==> src/rtl/eof_detect_mr.sv <==
// End-of-frame detector for ISO 14443-A Modified Miller reader-to-card frames.
// Arms on SoF, then watches carrier/pause run lengths for EoF or a broken pause.
module eof_detect_mr #(
  parameter int BASE_ETU    = 32,
  parameter int CNT_W       = 8,
  parameter int SYNC_STAGES = 2
) (
  input  logic       in_clk,
  input  logic       in_PoR,
  input  logic       in_data,
  input  logic       in_z_detected,
  input  logic       in_enable,
  input  logic [1:0] in_rate,
  output logic       out_eof,
  output logic       out_frame_active,
  output logic       out_pause_err
);

  typedef enum logic {IDLE, ARMED} state_t;

  localparam logic [CNT_W-1:0] BASE    = CNT_W'(BASE_ETU);
  localparam logic [CNT_W-1:0] CNT_MAX = '1;

  state_t           state, state_next;
  logic [1:0]       rate_q, rate_next;
  logic [CNT_W-1:0] hi_cnt, lo_cnt, hi_next, lo_next;
  logic [CNT_W-1:0] hi_inc, lo_inc;
  logic [CNT_W-1:0] etu, t_high, t_low;
  logic             eof_next, err_next;
  logic             d_s;

  // Synchroniser flops reset to carrier-present so reset release never looks like a pause.
  generate
    if (SYNC_STAGES == 0) begin : g_nosync
      assign d_s = in_data;
    end else begin : g_sync
      logic [SYNC_STAGES-1:0] sync_q;
      always_ff @(posedge in_clk or negedge in_PoR) begin
        if (!in_PoR) sync_q <= '1;
        else         sync_q <= (sync_q << 1) | SYNC_STAGES'(in_data);
      end
      assign d_s = sync_q[SYNC_STAGES-1];
    end
  endgenerate

  assign etu    = BASE >> rate_q;
  assign t_high = etu + (etu >> 1);
  assign t_low  = etu >> 1;

  assign hi_inc = (hi_cnt == CNT_MAX) ? hi_cnt : hi_cnt + 1'b1;
  assign lo_inc = (lo_cnt == CNT_MAX) ? lo_cnt : lo_cnt + 1'b1;

  // Exit decisions use the post-increment count so the pulse lands on the edge the run completes.
  always_comb begin
    state_next = state;
    rate_next  = rate_q;
    hi_next    = '0;
    lo_next    = '0;
    eof_next   = 1'b0;
    err_next   = 1'b0;
    case (state)
      IDLE: begin
        if (in_z_detected && in_enable) begin
          state_next = ARMED;
          rate_next  = in_rate;
        end
      end
      ARMED: begin
        if (!in_enable) begin
          state_next = IDLE;
        end else if (d_s) begin
          if (hi_inc >= t_high) begin
            eof_next   = 1'b1;
            state_next = IDLE;
          end else begin
            hi_next = hi_inc;
          end
        end else begin
          if (lo_inc > t_low) begin
            err_next   = 1'b1;
            state_next = IDLE;
          end else begin
            lo_next = lo_inc;
          end
        end
      end
      default: state_next = IDLE;
    endcase
  end

  always_ff @(posedge in_clk or negedge in_PoR) begin
    if (!in_PoR) begin
      state         <= IDLE;
      rate_q        <= 2'd0;
      hi_cnt        <= '0;
      lo_cnt        <= '0;
      out_eof       <= 1'b0;
      out_pause_err <= 1'b0;
    end else begin
      state         <= state_next;
      rate_q        <= rate_next;
      hi_cnt        <= hi_next;
      lo_cnt        <= lo_next;
      out_eof       <= eof_next;
      out_pause_err <= err_next;
    end
  end

  assign out_frame_active = (state == ARMED);

  a_exclusive_pulses: assert property (@(posedge in_clk) disable iff (!in_PoR)
    !(out_eof && out_pause_err));

endmodule

==> config.mk <==
export PLATFORM = sky130hd
export DESIGN_NAME = eof_detect_mr
export DESIGN_NICKNAME = d
export VERILOG_FILES = /design/src/rtl/eof_detect_mr.sv
export SDC_FILE = /design/constraint.sdc
export NUM_CORES = 1
export LEC_CHECK = 0
export CAP_MARGIN = 20
export CORE_MARGIN = 8
export CORE_UTILIZATION = 38
export CTS_CLUSTER_DIAMETER = 200
export DETAILED_ROUTE_END_ITERATION = 10
export GPL_ROUTABILITY_DRIVEN = 0
export GPL_TIMING_DRIVEN = 0
export SYNTH_ARGS = -nofsm -noshare
export SYNTH_HDL_FRONTEND = slang
export SYNTH_SLANG_ARGS = --single-unit
export TNS_END_PERCENT = 20
==> constraint.sdc <==
create_clock -name in_clk -period 7.46 [get_ports in_clk]
set_input_delay 1.865 -clock in_clk [delete_from_list [all_inputs] [get_ports in_clk]]
set_output_delay 1.865 -clock in_clk [all_outputs]
set_load 0.05 [all_outputs]
==> flow_summary_export.csv <==
group,metric,value,unit
worst_setup_path,worstPathRequired,5.60,ns
sta,hold_viol_final,0,
sta,whs,0.3608,ns
yosys,synth_top_area_cell,"dfrtp_1",
floorplan,core_area,3633,µm²
yosys,synthArstFlopShare,100.0,%
worst_setup_path,arrival,1.48,ns
detailed_routing,firstDrtPassIters,4,
sta,fin_crit_sh,44.83,%
detailed_routing,avgRoutedWirePerCell,12.85,µm
global_routing,grt_max_degree,24,
clocking,numCtsBuffers,3,
yosys,synthDistinctLibCells,38,
yosys,ys_ff_latch,23,
worst_setup_path,path_cells,"clkdlybuf4s50_1",
yosys,synth_edf_count,0,
cells_and_area,drive_gt1_share,11.11,%
flow_run,maxCapViolCount,0,
clocking,cts_tree,"yes",
global_routing,grt-ovfl-total,0,
placed_design,hpwl,2134,µm
worst_setup_path,worst_path_dominant_cell_family,"buffers and inverters",
power,p_per_area,166.2,nW/µm²
yosys,avgSynthCellArea,10.47,µm²
global_routing,grt_use_total,8.915,%
yosys,syn_inst,136,
worst_setup_path,cpPeakStageDelay,0.83,ns
clocking,cts_hold_buffers,0,
clocking,clkSlewWorstSetupHoldPaths,0.08,ns
yosys,ys_seq_area_share,40.60,%
clocking,root_buffer,"clkbuf_8",
floorplan,fp.dieH,77.21,µm
floorplan,die-area,5961,µm²
worst_setup_path,worstSetupStartpointType,"register",
clocking,cts_resized,0,
cells_and_area,final_nets,180,
cells_and_area,fillers,356,
worst_setup_path,path_buf_inv,1,
worst_setup_path,rrSetupSlack,4.24,ns
clocking,clockBufferDepth,2,
global_routing,antenna_found_initial,0,
worst_setup_path,cp_slowest_cell,"clkdlybuf4s50_1",
power,totalPowerFinal,273.5,µW
worst_setup_path,startpoint,"out_frame_active",
sta,setup_viol,0,
sta,max_slew.worst_pin.slew,0.5217,ns
status,status,"complete, no violations",
sta,setup-tns-final,0,ns
sta,period_needed,3.345,ns
cells_and_area,antenna_cells,0,
clocking,postCtsSetupBuffers,0,
floorplan,initial_core_util,39.19,%
worst_setup_path,r2r_start,"hi_cnt[0]",
power,leakagePower,0.0007851,µW
sta,fmax,0.2990,GHz
worst_hold_path,min-delay-start,"g_sync.sync_q[0]",
cells_and_area,stdcell_count,201,
yosys,synth_most_common_cell,"dfrtp_1",
yosys,synth_flop_cell,"dfrtp_1",
clocking,h-tree-depth,1,
power,vdd_drop_max,0.1091,mV
worst_setup_path,critPathKind,"register to output pin",
floorplan,placementRows,22,
floorplan,die_x,77.21,µm
sta,slew_headroom,65.11,%
clocking,clk_latency,0.26,ns
worst_setup_path,crit_path_max_fanout,5,
yosys,synth_top_cell_area_share,36.91,%
sta,rsz0062_at_grt,"no",
detailed_routing,drc,0,
yosys,yosys-top-cells-count,"dfrtp_1 (21), ha_1 (19), inv_1 (11)",
clocking,clock_sinks,23,
placed_design,port_buffers,9,
worst_hold_path,hp-class,"register to register",
detailed_routing,vias,1042,
floorplan,io_pins,10,
detailed_routing,ant_nets,0,
global_routing,grt_first_pass_wirelength,4422,µm
yosys,syn_area,1424,µm²
global_routing,grt_pass1_vias,1032,
placed_design,dp_cells,196,
sta,fin_skew,0.002719,ns
detailed_routing,routed_wl,2582,µm
cells_and_area,finalCoreUtilization,45.28,%
yosys,synth_area_leaders,"dfrtp_1 (37%), ha_1 (17%), dfstp_2 (3.7%)",
detailed_routing,drt_iter0_markers,17,
worst_setup_path,crit_path_end_kind,"output pin",
sta,maxSlewViolCount,0,
yosys,synth_warnings,0,
cells_and_area,area_growth,15.55,%
detailed_routing,vias_per_cell,5.184,
-- registers in the layout, indices dropped and copies added, names as in the netlist --
signal / flops
g_sync.sync_q: 2
hi_cnt: 8
lo_cnt: 8
out_eof: 1
out_frame_active: 1
out_pause_err: 1
rate_q: 2
-- metrics by stage --
step,cell area [µm²],setup slack (ns)
global route,1645,4.036
global placement,1585,4.137
detailed placement,1585,4.093
floorplan,1435,4.598
finish,1645,4.115
CTS,1630,4.098
-- per-layer routing --
layer  GRT usage, %  up-vias  wire, µm
met5              0        -         0
met4          2.830        0        46
met3          2.797        6       122
met2          14.49       23      1224
met1          10.87      490      1188
li1               -      523         -
-- worst paths after layout --
path                               endpoint  cells past startpoint
min in group asynchronous         hi_cnt[3]                      1
min reg2reg                g_sync.sync_q[1]                      0
max                        out_frame_active                      1
max reg2reg                       hi_cnt[4]                     10
max in group asynchronous  g_sync.sync_q[1]                      2
min                        g_sync.sync_q[1]                      0
-- cell usage in the layout, fill, tap and decap left out, types with 3 or more instances in the layout --
cell type / Yosys / routed
dfrtp_1: 21 / 21
ha_1: 19 / 19
inv_1: 11 / 11
clkdlybuf4s50_1: 0 / 9
nor2_1: 7 / 7
a21oi_1: 6 / 6
nand3_1: 6 / 6
nand2_1: 6 / 6
and3_1: 5 / 5
and2_1: 4 / 4
xnor2_1: 4 / 4
nor2b_1: 4 / 4
mux2_2: 4 / 4
conb_1: 1 / 4
nand4_1: 3 / 3
o21ai_0: 3 / 3
clkbuf_8: 0 / 3
-- power by group --
| group | leakage [µW] | internal (µW) | switching, µW | total [µW] |
|---|---|---|---|---|
| combinational | 0.000463 | 27.4 | 35.3 | 62.7 |
| sequential | 0.000299 | 130 | 4.54 | 134 |
| clock | 0.0000228 | 38.1 | 38.5 | 76.6 |
-- final cells by class --
cell class	instances	area (µm²)	area share, %
flip-flops and latches	23	578.1	35.13
clock buffers	4	45.04	2.738
inverters	11	41.29	2.510
repair buffers	10	105.1	6.388
well taps	48	60.06	3.650
multi-input cells	105	815.8	49.58
-- cell families (layout without fill, tap and decap cells) --
family,after synthesis,in the layout,share of synthesized area (%)
AO/OA/AOI/OAI,21,21,11.34
buffers and inverters,11,25,2.900
flip-flops,23,23,40.60
AND/OR/NAND/NOR,50,50,20.56
other,1,4,0.2634
XOR/XNOR,5,5,3.075
adder cells (fa/ha/maj),19,19,16.70
multiplexers,6,6,4.569
No activity file was read; power rests on OpenSTA's default activity.
